## src/rtl/fft4_pkg.sv

```systemverilog
// Shared types and constants for the 4-point radix-2 DIT FFT datapath.
// Used by the input reorder stage and the later butterfly/twiddle/output stages.
package fft4_pkg;

    localparam int FFT_N = 4;
    localparam int DW    = 2;
    localparam int PAIRS = FFT_N / 2;

    typedef logic signed [DW-1:0] sample_t;
    typedef logic                 pair_idx_t;
    typedef logic [3:0]           frame_tag_t;

endpackage

```

## src/rtl/fft4_input_reorder_if.sv

```systemverilog
// Sample-in / operand-pair-out stream bundle for the FFT input reorder stage.
// The out_tag signal exists only when FFT4_REORDER_FRAME_TAG_EN is defined.
interface fft4_input_reorder_if #(parameter int DW = fft4_pkg::DW);

    logic                 in_valid;
    logic                 in_ready;
    logic signed [DW-1:0] in_data;
    logic                 out_valid;
    logic                 out_ready;
    logic signed [DW-1:0] out_a;
    logic signed [DW-1:0] out_b;
    logic                 out_pair;
    logic                 out_last;
`ifdef FFT4_REORDER_FRAME_TAG_EN
    logic [3:0]           out_tag;

    modport slave  (input  in_valid, in_data, out_ready,
                    output in_ready, out_valid, out_a, out_b, out_pair, out_last, out_tag);
    modport master (output in_valid, in_data, out_ready,
                    input  in_ready, out_valid, out_a, out_b, out_pair, out_last, out_tag);
`else
    modport slave  (input  in_valid, in_data, out_ready,
                    output in_ready, out_valid, out_a, out_b, out_pair, out_last);
    modport master (output in_valid, in_data, out_ready,
                    input  in_ready, out_valid, out_a, out_b, out_pair, out_last);
`endif

endinterface

```

## src/rtl/fft4_bank.sv

```systemverilog
// One ping-pong bank: 4-entry sample register file with a full flag and
// two combinational read ports returning x[p] and x[p+2].
module fft4_bank
    import fft4_pkg::*;
#(
    parameter int DW = fft4_pkg::DW
) (
    input  logic                 clk,
    input  logic                 rst_n,
    input  logic                 we_i,
    input  logic [1:0]           widx_i,
    input  logic signed [DW-1:0] wdata_i,
    input  logic                 set_full_i,
    input  logic                 clr_full_i,
    input  pair_idx_t            rp_i,
    output logic signed [DW-1:0] rd_a_o,
    output logic signed [DW-1:0] rd_b_o,
    output logic                 full_o
);

    logic signed [DW-1:0] mem_q [FFT_N];
    logic                 full_q;
    logic                 full_d;

    // Fill-complete and drain-complete never target the same bank in one cycle.
    always_comb begin
        full_d = full_q;
        if (set_full_i) begin
            full_d = 1'b1;
        end else if (clr_full_i) begin
            full_d = 1'b0;
        end
    end

    always_ff @(posedge clk or negedge rst_n) begin
        if (!rst_n) begin
            for (int i = 0; i < FFT_N; i++) begin
                mem_q[i] <= '0;
            end
            full_q <= 1'b0;
        end else begin
            if (we_i) begin
                mem_q[widx_i] <= wdata_i;
            end
            full_q <= full_d;
        end
    end

    assign rd_a_o = mem_q[{1'b0, rp_i}];
    assign rd_b_o = mem_q[{1'b1, rp_i}];
    assign full_o = full_q;

endmodule

```

## src/rtl/fft4_input_reorder.sv

```systemverilog
// Ping-pong input staging for the 4-point DIT FFT: collects 4 serial samples
// per frame and emits (x0,x2) then (x1,x3). Optional: FFT4_REORDER_FRAME_TAG_EN.
module fft4_input_reorder
    import fft4_pkg::*;
#(
    parameter int DW = fft4_pkg::DW,
    parameter int N  = 4
) (
    input logic                  clk,
    input logic                  rst_n,
    fft4_input_reorder_if.slave  bus
);

    if (N != FFT_N) begin : g_bad_n
        $error("fft4_input_reorder supports only N == 4");
    end

    logic                 wr_bank_q, wr_bank_d;
    logic [1:0]           wr_idx_q,  wr_idx_d;
    logic                 rd_bank_q, rd_bank_d;
    pair_idx_t            rd_pair_q, rd_pair_d;

    logic                 full   [2];
    logic signed [DW-1:0] bank_a [2];
    logic signed [DW-1:0] bank_b [2];

    logic accept, fill_done, drain, drain_done;

    assign accept     = bus.in_valid && bus.in_ready;
    assign fill_done  = accept && (wr_idx_q == 2'd3);
    assign drain      = bus.out_valid && bus.out_ready;
    assign drain_done = drain && rd_pair_q;

    for (genvar g = 0; g < 2; g++) begin : g_bank
        fft4_bank #(.DW(DW)) u_bank (
            .clk        (clk),
            .rst_n      (rst_n),
            .we_i       (accept && (wr_bank_q == 1'(g))),
            .widx_i     (wr_idx_q),
            .wdata_i    (bus.in_data),
            .set_full_i (fill_done && (wr_bank_q == 1'(g))),
            .clr_full_i (drain_done && (rd_bank_q == 1'(g))),
            .rp_i       (rd_pair_q),
            .rd_a_o     (bank_a[g]),
            .rd_b_o     (bank_b[g]),
            .full_o     (full[g])
        );
    end

    always_comb begin
        wr_bank_d = wr_bank_q;
        wr_idx_d  = wr_idx_q;
        rd_bank_d = rd_bank_q;
        rd_pair_d = rd_pair_q;
        if (accept) begin
            wr_idx_d = wr_idx_q + 2'd1;
            if (fill_done) begin
                wr_bank_d = ~wr_bank_q;
            end
        end
        if (drain) begin
            rd_pair_d = ~rd_pair_q;
            if (drain_done) begin
                rd_bank_d = ~rd_bank_q;
            end
        end
    end

    always_ff @(posedge clk or negedge rst_n) begin
        if (!rst_n) begin
            wr_bank_q <= 1'b0;
            wr_idx_q  <= 2'd0;
            rd_bank_q <= 1'b0;
            rd_pair_q <= 1'b0;
        end else begin
            wr_bank_q <= wr_bank_d;
            wr_idx_q  <= wr_idx_d;
            rd_bank_q <= rd_bank_d;
            rd_pair_q <= rd_pair_d;
        end
    end

    // All outputs derive from registered state only, so they hold under stall.
    assign bus.in_ready  = !full[wr_bank_q];
    assign bus.out_valid = full[rd_bank_q];
    assign bus.out_a     = bank_a[rd_bank_q];
    assign bus.out_b     = bank_b[rd_bank_q];
    assign bus.out_pair  = rd_pair_q;
    assign bus.out_last  = rd_pair_q;

`ifdef FFT4_REORDER_FRAME_TAG_EN
    frame_tag_t tag_cnt_q, tag_cnt_d;
    frame_tag_t tag_q [2];

    always_comb begin
        tag_cnt_d = tag_cnt_q;
        if (fill_done) begin
            tag_cnt_d = tag_cnt_q + 4'd1;
        end
    end

    always_ff @(posedge clk or negedge rst_n) begin
        if (!rst_n) begin
            tag_cnt_q <= '0;
            tag_q[0]  <= '0;
            tag_q[1]  <= '0;
        end else begin
            tag_cnt_q <= tag_cnt_d;
            if (fill_done) begin
                tag_q[wr_bank_q] <= tag_cnt_q;
            end
        end
    end

    assign bus.out_tag = tag_q[rd_bank_q];
`endif

endmodule

```

## src/flat_wrapper.sv

```systemverilog
// flat-port wrapper written by rule: the top's interface ports become plain ports
module fft4_input_reorder_flat import fft4_pkg::*;
#(
    parameter int DW = fft4_pkg::DW,
    parameter int N  = 4
)
  (clk, rst_n, bus_in_valid, bus_in_data, bus_out_ready, bus_in_ready, bus_out_valid, bus_out_a, bus_out_b, bus_out_pair, bus_out_last);
  fft4_input_reorder_if #(.DW(DW)) bus_i ();
  input logic clk;
  input logic rst_n;
  input wire logic [$bits(bus_i.in_valid)-1:0] bus_in_valid;
  input wire logic [$bits(bus_i.in_data)-1:0] bus_in_data;
  input wire logic [$bits(bus_i.out_ready)-1:0] bus_out_ready;
  output wire logic [$bits(bus_i.in_ready)-1:0] bus_in_ready;
  output wire logic [$bits(bus_i.out_valid)-1:0] bus_out_valid;
  output wire logic [$bits(bus_i.out_a)-1:0] bus_out_a;
  output wire logic [$bits(bus_i.out_b)-1:0] bus_out_b;
  output wire logic [$bits(bus_i.out_pair)-1:0] bus_out_pair;
  output wire logic [$bits(bus_i.out_last)-1:0] bus_out_last;
  assign bus_i.in_valid = bus_in_valid;
  assign bus_i.in_data = bus_in_data;
  assign bus_i.out_ready = bus_out_ready;
  assign bus_in_ready = bus_i.in_ready;
  assign bus_out_valid = bus_i.out_valid;
  assign bus_out_a = bus_i.out_a;
  assign bus_out_b = bus_i.out_b;
  assign bus_out_pair = bus_i.out_pair;
  assign bus_out_last = bus_i.out_last;
  fft4_input_reorder #(.DW(DW), .N(N)) u_core (.clk(clk), .rst_n(rst_n), .bus(bus_i));
endmodule
```

## config.mk

```make
export PLATFORM = sky130hd
export DESIGN_NAME = fft4_input_reorder_flat
export DESIGN_NICKNAME = d
export VERILOG_FILES = /design/src/rtl/fft4_pkg.sv /design/src/rtl/fft4_input_reorder_if.sv /design/src/rtl/fft4_bank.sv /design/src/rtl/fft4_input_reorder.sv /design/src/flat_wrapper.sv
export SDC_FILE = /design/constraint.sdc
export NUM_CORES = 1
export LEC_CHECK = 0
export BUFFER_PORTS_ARGS = -buffer_cell sky130_fd_sc_hd__buf_2
export CORE_ASPECT_RATIO = 0.8
export CORE_MARGIN = 1.5
export CORE_UTILIZATION = 40
export DETAILED_ROUTE_END_ITERATION = 7
export GPL_TIMING_DRIVEN = 0
export PLACE_DENSITY = 0.71
export SETUP_SLACK_MARGIN = 0.1
export SLEW_MARGIN = 20
export SYNTH_ARGS = -nofsm -noshare
export SYNTH_HDL_FRONTEND = slang
export SYNTH_SLANG_ARGS = --single-unit
```

## constraint.sdc

```tcl
create_clock -name clk -period 1.9 [get_ports clk]
set_input_delay 0.095 -clock clk [delete_from_list [all_inputs] [get_ports clk]]
set_output_delay 0.095 -clock clk [all_outputs]
set_load 0.02 [all_outputs]
```

[Word level (Yosys, flattened, before mapping)]
Cells that the tools add are included.
Word-level totals
  register bits after elaboration: 23
  latch bits: 0
  RAM bits: 0
  bits in read-only memories: 0
  input port bits: 6
  output and inout bits: 8
  logic and storage cells: 78
  memories: 0
Operators by class
  add/subtract/negate cells: 1
  multiply operators: 0
  div/mod/pow operators: 0
  $lt $le $gt $ge: 6
  equal/unequal tests: 1
  shift operators: 0
  muxes and demuxes: 32
  bitwise gates (word level): 8
  reductions and logical operators: 16
Operators with widths (number)
  $mux 2: 15
  $bmux 2 s2: 4
  $bwmux 8: 2
  $logic_and 1x1->1: 11
  $mux 1: 10
  $ge 3x3->1 const B: 3
  $not 2->3: 2
  $demux 2 s2: 1
  $ge 2x2->1 const B: 2
  $not 1->2: 2
  $reduce_and 2->1: 2
  $reduce_bool 2->1: 2
  $lt 3x1->1 const B: 1
  $not 1->1: 3
  $not 1->3: 1
  $add 2x1->2 const B: 1
  $eq 2x2->1 const B: 1
  $logic_not 1->1: 1

[Longest topological paths before layout]
Gate-level depths: netlist of the first run.
  word-level depth: 9
  mapped depth: 4

[Modules after synthesis]
From an unflattened synthesis of the first run, not the netlist that was laid out.
Unflattened totals
  cell total of the unflattened synthesis: 86
  area total of the unflattened synthesis: 1136.1 um^2
Modules (own cells, without submodules)
  fft4_bank: instances 2, cells each 27, area an instance 404.1 um^2, sequential area each 225.2 um^2
  fft4_input_reorder: instances 1, cells each 32, area an instance 327.8 um^2, sequential area each 125.1 um^2

[Worst setup path before layout of the first run]
Ideal clock, no wire load.
  path type: register to register
  start point: register u_core.wr_bank_q
  end point: register u_core.wr_idx_q[1]
  setup time: 0.125 ns
  arrival: 1.349 ns
  required time: 1.775 ns
  slack: 0.426 ns
  cell stages (with the launch flop): 4
  cells stage by stage: dfrtp_1 -> mux2i_1 -> nand2_1 -> mux2_4
On the way
  word-level cells in the longest chain between the ends: 6
RTL lines
  start, declared: line fft4_input_reorder.sv:18  | logic wr_bank_q, wr_bank_d;
  start signal, assigned: line fft4_input_reorder.sv:76  | wr_bank_q <= wr_bank_d;
  $not 1->2 (implied by the code): line fft4_input_reorder.sv:84  | assign bus.in_ready = !full[wr_bank_q];
  $mux 1 (implied by the code) (3 in a row): line fft4_input_reorder.sv:84
  $logic_not 1->1: line fft4_input_reorder.sv:84
  net bus_in_ready: line flat_wrapper.sv:14  | output wire logic [$bits(bus_i.in_ready)-1:0] bus_in_ready;
  $logic_and 1x1->1: line fft4_input_reorder.sv:29  | assign accept = bus.in_valid && bus.in_ready;
  end signal, assigned: line fft4_input_reorder.sv:77  | wr_idx_q <= wr_idx_d;
  end, declared: line fft4_input_reorder.sv:19  | logic [1:0] wr_idx_q, wr_idx_d;
The timed path passes the listed nets, and every way through them passes these cells. The select of a mux whose other input is x is not followed.
A chain may end at the register's enable or synchronous reset.

[Worst setup path in the final report of the first run]
  start point: register u_core.rd_pair_q (netlist: u_core.bus.out_last)
  end point: output port bus_out_a[0]
On the way
  word-level cells in the longest chain between the ends: 7
  elaborated cells on any way between the ends: 10
  those cells by class: mux: 9; bitwise: 1
RTL lines
  start, declared: line fft4_input_reorder.sv:21  | pair_idx_t rd_pair_q, rd_pair_d;
  start signal, assigned: line fft4_input_reorder.sv:79  | rd_pair_q <= rd_pair_d;
  $not 1->3 (implied by the code) *: line fft4_bank.sv:49  | assign rd_a_o = mem_q[{1'b0, rp_i}];
  $bmux 2 s2: line fft4_bank.sv:49
  $mux 2 (implied by the code) (2 in a row): line fft4_bank.sv:49
  $mux 2 (implied by the code) * (3 in a row): line fft4_input_reorder.sv:86  | assign bus.out_a = bank_a[rd_bank_q];
  end, declared: line flat_wrapper.sv:16  | output wire logic [$bits(bus_i.out_a)-1:0] bus_out_a;
Every way passes the cells marked *; elsewhere a longest branch is shown, timed or not. The select of a mux whose other input is x is not followed.

==> impl_metrics.tcl, run 1 <==
set metrics [dict create \
    status "complete, no violations" \
    drive_above_1_share_pct 51.04 \
    place_area_mm2 0.001214 \
    finalCriticalPeriod_ps 1684 \
    finish.instance_area_mm2 0.001254 \
    hpwlAfterDp_um 1413 \
    n_fill_cell 234 \
    critPathKind "reg2out" \
    multiInputGateArea_um2 503.0 \
    grt_pass1_vias 684 \
    avgSynthCellArea_um2 14.15 \
    fin_crit_sh_pct 88.65 \
    rows 16 \
    worstPathArrival_ps 1590 \
    drv_slew 0 \
    r2r_start "u_core.wr_bank_q$_DFFE_PN0P_" \
    ys.flop_type "dfrtp_1" \
    initial_core_util_pct 43.75 \
    port_buffers 13 \
    postSynthCellCount 78 \
    r2r_slack_ps 530 \
    p_per_area_mw_per_mm2 1758 \
    vdd_drop_max_mv 0.7415 \
    post-route-drc-count 0 \
    via_count 677 \
    p_leak_nw 0.5851 \
    ios 14 \
    yosysSeqAreaShare_pct 52.15 \
    critical_path_peak_fanout 9 \
    final_cell_mix "dfrtp_1 (23), mux2_2 (17), buf_2 (14), nand2_1 (7)" \
    cts_root_buf "clkbuf_4" \
    finalClockSkew_ps 6.705 \
    setup_viol 0 \
    synthArstFlopShare_pct 100.0 \
    grt_use_total_pct 14.73 \
    crit_path_end_kind "output pin" \
    ant_nets 0 \
    core_mm2 0.002522 \
    place_congestion 0.6991 \
    rsz0062_at_grt "false" \
    layout_commonest_cell "dfrtp_1" \
    die_x_um 61.73 \
    h-tree-depth 1 \
    max-cap-violations 0 \
    syn_nets 88 \
    startpoint_type "register" \
    fp.dieH_um 49.98 \
    cts_buffers 3 \
    grt_start_max_net_pins 24 \
    syn_area_mm2 0.001104 \
    regArea_um2 575.6 \
    cts_setup_buffers 0 \
    dr.pass1.iters 4 \
    drt_iter0_drc 42 \
    tns_ps 0 \
    worst_pin_slew_ps 492.7 \
    slew_headroom_pct 67.15 \
    final_cells 132 \
    fmax_mhz 593.7 \
    ff2ff_path_depth 3 \
    overflow 0 \
    synth_warnings 0 \
    grt_first_pass_wirelength_um 3263 \
    wl_um 1918 \
    diodes 0 \
    wl_per_cell_um 14.53 \
    cp-endpoint "bus_out_a[0]" \
    startpoint "u_core.bus.out_last$_DFFE_PN0N_" \
    cts_sinks 23 \
    synth.distinct_cells 23 \
    hold_violations 0 \
    final_nets 107 \
    dp_cells 127 \
    cts.path.max_buffers 2 \
    avgViaCountPerCell 5.129 \
    antenna_found_initial 0 \
    cts_tree "built" \
    clkSlewWorstSetupHoldPaths_ps 130 \
    dieArea_mm2 0.003085 \
    synth_edf_count 0 \
    hp-class "in2reg" \
    insertion_delay_ps 310 \
    required_ps 1800 \
    timing.rr.end "u_core.g_bank[0].u_bank.mem_q[6]$_DFFE_PN0P_" \
    syn_to_final_growth_pct 13.61 \
    ys_ff_latch 23 \
]
-- what timing repair did --
action / in CTS / in global routing
setup endpoints to repair: 0 / 4
endpoints found under the hold margin: 23 / 0
resized for setup: 0 / 2
hold buffers: 1 / 0
-- how the worst min path moves through the flow --
stage / endpoint / depth (start not counted) / start
after detailed placement: u_core.bus.out_last$_DFFE_PN0N_ / 1 / rst_n
final: u_core.rd_bank_q$_DFFE_PN0P_ / 2 / bus_out_ready
after CTS: u_core.rd_bank_q$_DFFE_PN0P_ / 2 / bus_out_ready
after global routing: u_core.rd_bank_q$_DFFE_PN0P_ / 2 / bus_out_ready
after floorplan: u_core.bus.out_last$_DFFE_PN0N_ / 0 / rst_n
after global placement: u_core.bus.out_last$_DFFE_PN0N_ / 1 / rst_n
-- per-stage QoR --
step                      hold slack, ps  util, %  total power, mW  setup slack (ps)
after global placement             80.03    48.12            1.939             486.1
final                              49.65    49.70            2.204             215.6
after CTS                          49.03    49.60            2.219             100.6
after floorplan                   -200.6        -            1.700             425.7
after detailed placement           94.92    48.12            1.987             469.4
after global routing               34.01    49.70            2.374             115.9
-- power breakdown --
group,switching [mW],total [mW],leakage (nW),internal [mW]
Sequential,0.160,0.892,0.277,0.733
Combinational,0.519,1.08,0.290,0.565
Clock,0.149,0.228,0.0177,0.0787
-- final cells by class --
type                    count  area share (%)
clock buffers               3           1.796
clock inverters             1          0.3992
well taps                  36           3.593
multi-input cells          50           40.12
inverters                   2          0.5988
repair buffers             14           5.988
plain buffers               3           1.597
flip-flops and latches     23           45.91
-- cells by family after synthesis --
kind of cell | Yosys count | share of synthesized area [%]
adders and majority gates | 4 | 4.535
muxes | 23 | 27.78
DFF | 23 | 52.15
AOI/OAI and AO/OA | 4 | 2.608
and+or+nand+nor | 17 | 9.071
buffers and inverters | 5 | 2.268
xor gates and xnor gates | 2 | 1.588
-- Yosys cell counts (2+ instances only) --
master / n / area share, %
and3_2: 3 / 2.0
ha_1: 4 / 4.5
mux4_2: 4 / 8.2
dfrtp_1: 23 / 52
xnor2_1: 2 / 1.6
inv_1: 2 / 0.68
mux2_2: 17 / 17
buf_2: 2 / 0.91
nand2_1: 7 / 2.4
-- metal layers --
layer | track usage [%] | routed length, um
met2 | 20.88 | 842
met5 | 0 | 0
met4 | 2.128 | 10
met3 | 4.724 | 82
met1 | 22.37 | 982
-- flip-flops by register name (all words and copies together), names as in the netlist --
name / flops
u_core.g_bank.u_bank.full_o: 2
u_core.bus.out_last: 1
u_core.rd_bank_q: 1
u_core.wr_bank_q: 1
u_core.wr_idx_q: 2
u_core.g_bank.u_bank.mem_q: 16
-- critical path, cell delays in order, from the launching register on --
cell	delay, ps
dfrtp_1	390
buf_4	200
mux4_2	510
buf_2	170
Note: power is estimated with default switching activity, not from simulation.
==> inputs of run 2 (changes only) <==
- BUFFER_PORTS_ARGS: -buffer_cell sky130_fd_sc_hd__buf_2 -> -buffer_cell sky130_fd_sc_hd__buf_4
==> run 2 against run 1 <==
Combinational power grew 9%. Flip-flop and latch count is the same. Sequential share of layout area fell by 1.2 points. Non-clock buffer count stayed put. Via count shrank 2.1%. Wire length increased by 9.8%. Worst hold slack got worse by 20 ps. First-iteration DRC count decreased by 48%. Clock skew decreased by 4.8 ps. Global-route usage is 0.51 points higher. Die area did not move. Fmax is 0.79% lower. Critical path type unchanged. Largest cell class unchanged. Largest power group unchanged.
==> impl_metrics.tcl, run 2 (synthesis gave the netlist of run 1 again) <==
set metrics [dict create \
    drive_above_1_share_pct 51.04 \
    wl_um 2106 \
    wl_per_cell_um 15.95 \
    r2r_slack_ps 520 \
    ios 14 \
    fin_crit_sh_pct 89.36 \
    slew_headroom_pct 80.78 \
    insertion_delay_ps 310 \
    utilization_pct 50.99 \
    timing.rr.end "u_core.g_bank[0].u_bank.mem_q[6]$_DFFE_PN0P_" \
    rsz0062_at_grt "false" \
    final_cells 132 \
    via_count 663 \
    syn_to_final_growth_pct 16.55 \
    final_cell_mix "dfrtp_1 (23), mux2_2 (17), buf_4 (15), nand2_1 (7)" \
    drv_slew 0 \
    p_leak_nw 0.5954 \
    crit_path_end_kind "output pin" \
    cts_tree "built" \
    hold_violations 0 \
    largest_reg_flops 16 \
    met3WireLength_um 110 \
    max-cap-violations 0 \
    tns_ps 0 \
    h-tree-depth 1 \
    fmax_mhz 589.0 \
    layout_commonest_cell "dfrtp_1" \
    cts.path.max_buffers 2 \
    cts_setup_buffers 0 \
    cp-endpoint "bus_out_b[1]" \
    hp-class "in2reg" \
    place_area_mm2 0.001246 \
    grt_first_pass_wirelength_um 3270 \
    dp_cells 127 \
    r2r_start "u_core.wr_idx_q[0]$_DFFE_PN0N_" \
    place_congestion 0.6905 \
    antenna_found_initial 0 \
    vdd_drop_max_mv 0.7829 \
    drt_iter0_drc 22 \
    post-route-drc-count 0 \
    rows 16 \
    finalClockSkew_ps 1.870 \
    dr.pass1.iters 4 \
    overflow 0 \
    core_mm2 0.002522 \
    die_x_um 61.73 \
    setup_viol 0 \
    wl_met1_um 1043 \
    ff2ff_path_depth 4 \
    diodes 0 \
    port_buffers 13 \
    largest-register "u_core.g_bank.u_bank.mem_q" \
    critPathKind "reg2out" \
    final_nets 107 \
    grt_pass1_vias 669 \
    status "complete, no violations" \
    worst_pin_slew_ps 288.3 \
    avgViaCountPerCell 5.023 \
    cts_sinks 23 \
    finish.instance_area_mm2 0.001286 \
    p_per_area_mw_per_mm2 1791 \
    ant_nets 0 \
    finalCriticalPeriod_ps 1698 \
    clkSlewWorstSetupHoldPaths_ps 120 \
    cts_root_buf "clkbuf_4" \
    dr.max_layer_used "met4" \
    cts_buffers 3 \
    startpoint "u_core.bus.out_last$_DFFE_PN0N_" \
    hpwlAfterDp_um 1571 \
    critical_path_peak_fanout 9 \
    wl_met2_um 936 \
    dieArea_mm2 0.003085 \
    required_ps 1800 \
    grt_use_total_pct 15.23 \
    grt_start_max_net_pins 24 \
    worstPathArrival_ps 1600 \
    initial_core_util_pct 43.75 \
    startpoint_type "register" \
    fp.dieH_um 49.98 \
]
## run 2: cell counts in the layout (fill, tap and decap cells not counted)
No cell type changed its count.
## run 2: repair_timing
item	CTS	global route
hold buffers	1	0
resized for setup	1	0
endpoints found under the hold margin	23	0
setup endpoints to repair	1	0
## run 2: per-layer routing
layer,vias up,track usage [%]
li1,316,-
met1,327,20.76
met2,18,22.81
met3,2,6.037
met4,0,3.191
met5,-,0
## run 2: final cells by class
type                    instances  area [um2]
inverters                       2       7.507
flip-flops and latches         23       575.6
clock inverters                 1       5.005
multi-input cells              50       503.0
plain buffers                   3       20.02
repair buffers                 14       107.6
fillers                       231        1236
clock buffers                   3       22.52
well taps                      36       45.04
## run 2: stage by stage
stage	power, mW	hold slack, ps	worst slack (ps)
6_report	2.304	29.23	202.2
5_1_grt	2.460	37.74	108.5
4_1_cts	2.333	18.58	178.5
3_5_place_dp	2.097	6.047	467.2
3_3_place_gp	2.025	-2.771	480.1
2_1_floorplan	1.700	-200.6	425.7
## run 2: worst min path at each step
stage / start / cells past startpoint / to
after global routing: bus_out_ready / 2 / u_core.rd_bank_q$_DFFE_PN0P_
final: bus_out_ready / 2 / u_core.rd_bank_q$_DFFE_PN0P_
after floorplan: rst_n / 0 / u_core.bus.out_last$_DFFE_PN0N_
after global placement: rst_n / 1 / u_core.bus.out_last$_DFFE_PN0N_
after detailed placement: rst_n / 1 / u_core.bus.out_last$_DFFE_PN0N_
after CTS: bus_out_ready / 2 / u_core.rd_bank_q$_DFFE_PN0P_
## run 2: worst max-delay path: stages (launching register included)
cell	delay, ps
dfrtp_1	380
buf_4	210
mux4_2	520
buf_4	170
## run 2: power by group
part           total (mW)  switching (mW)  internal, mW
clock network       0.226           0.147        0.0787
logic                1.18           0.542         0.643
registers           0.894           0.161         0.733
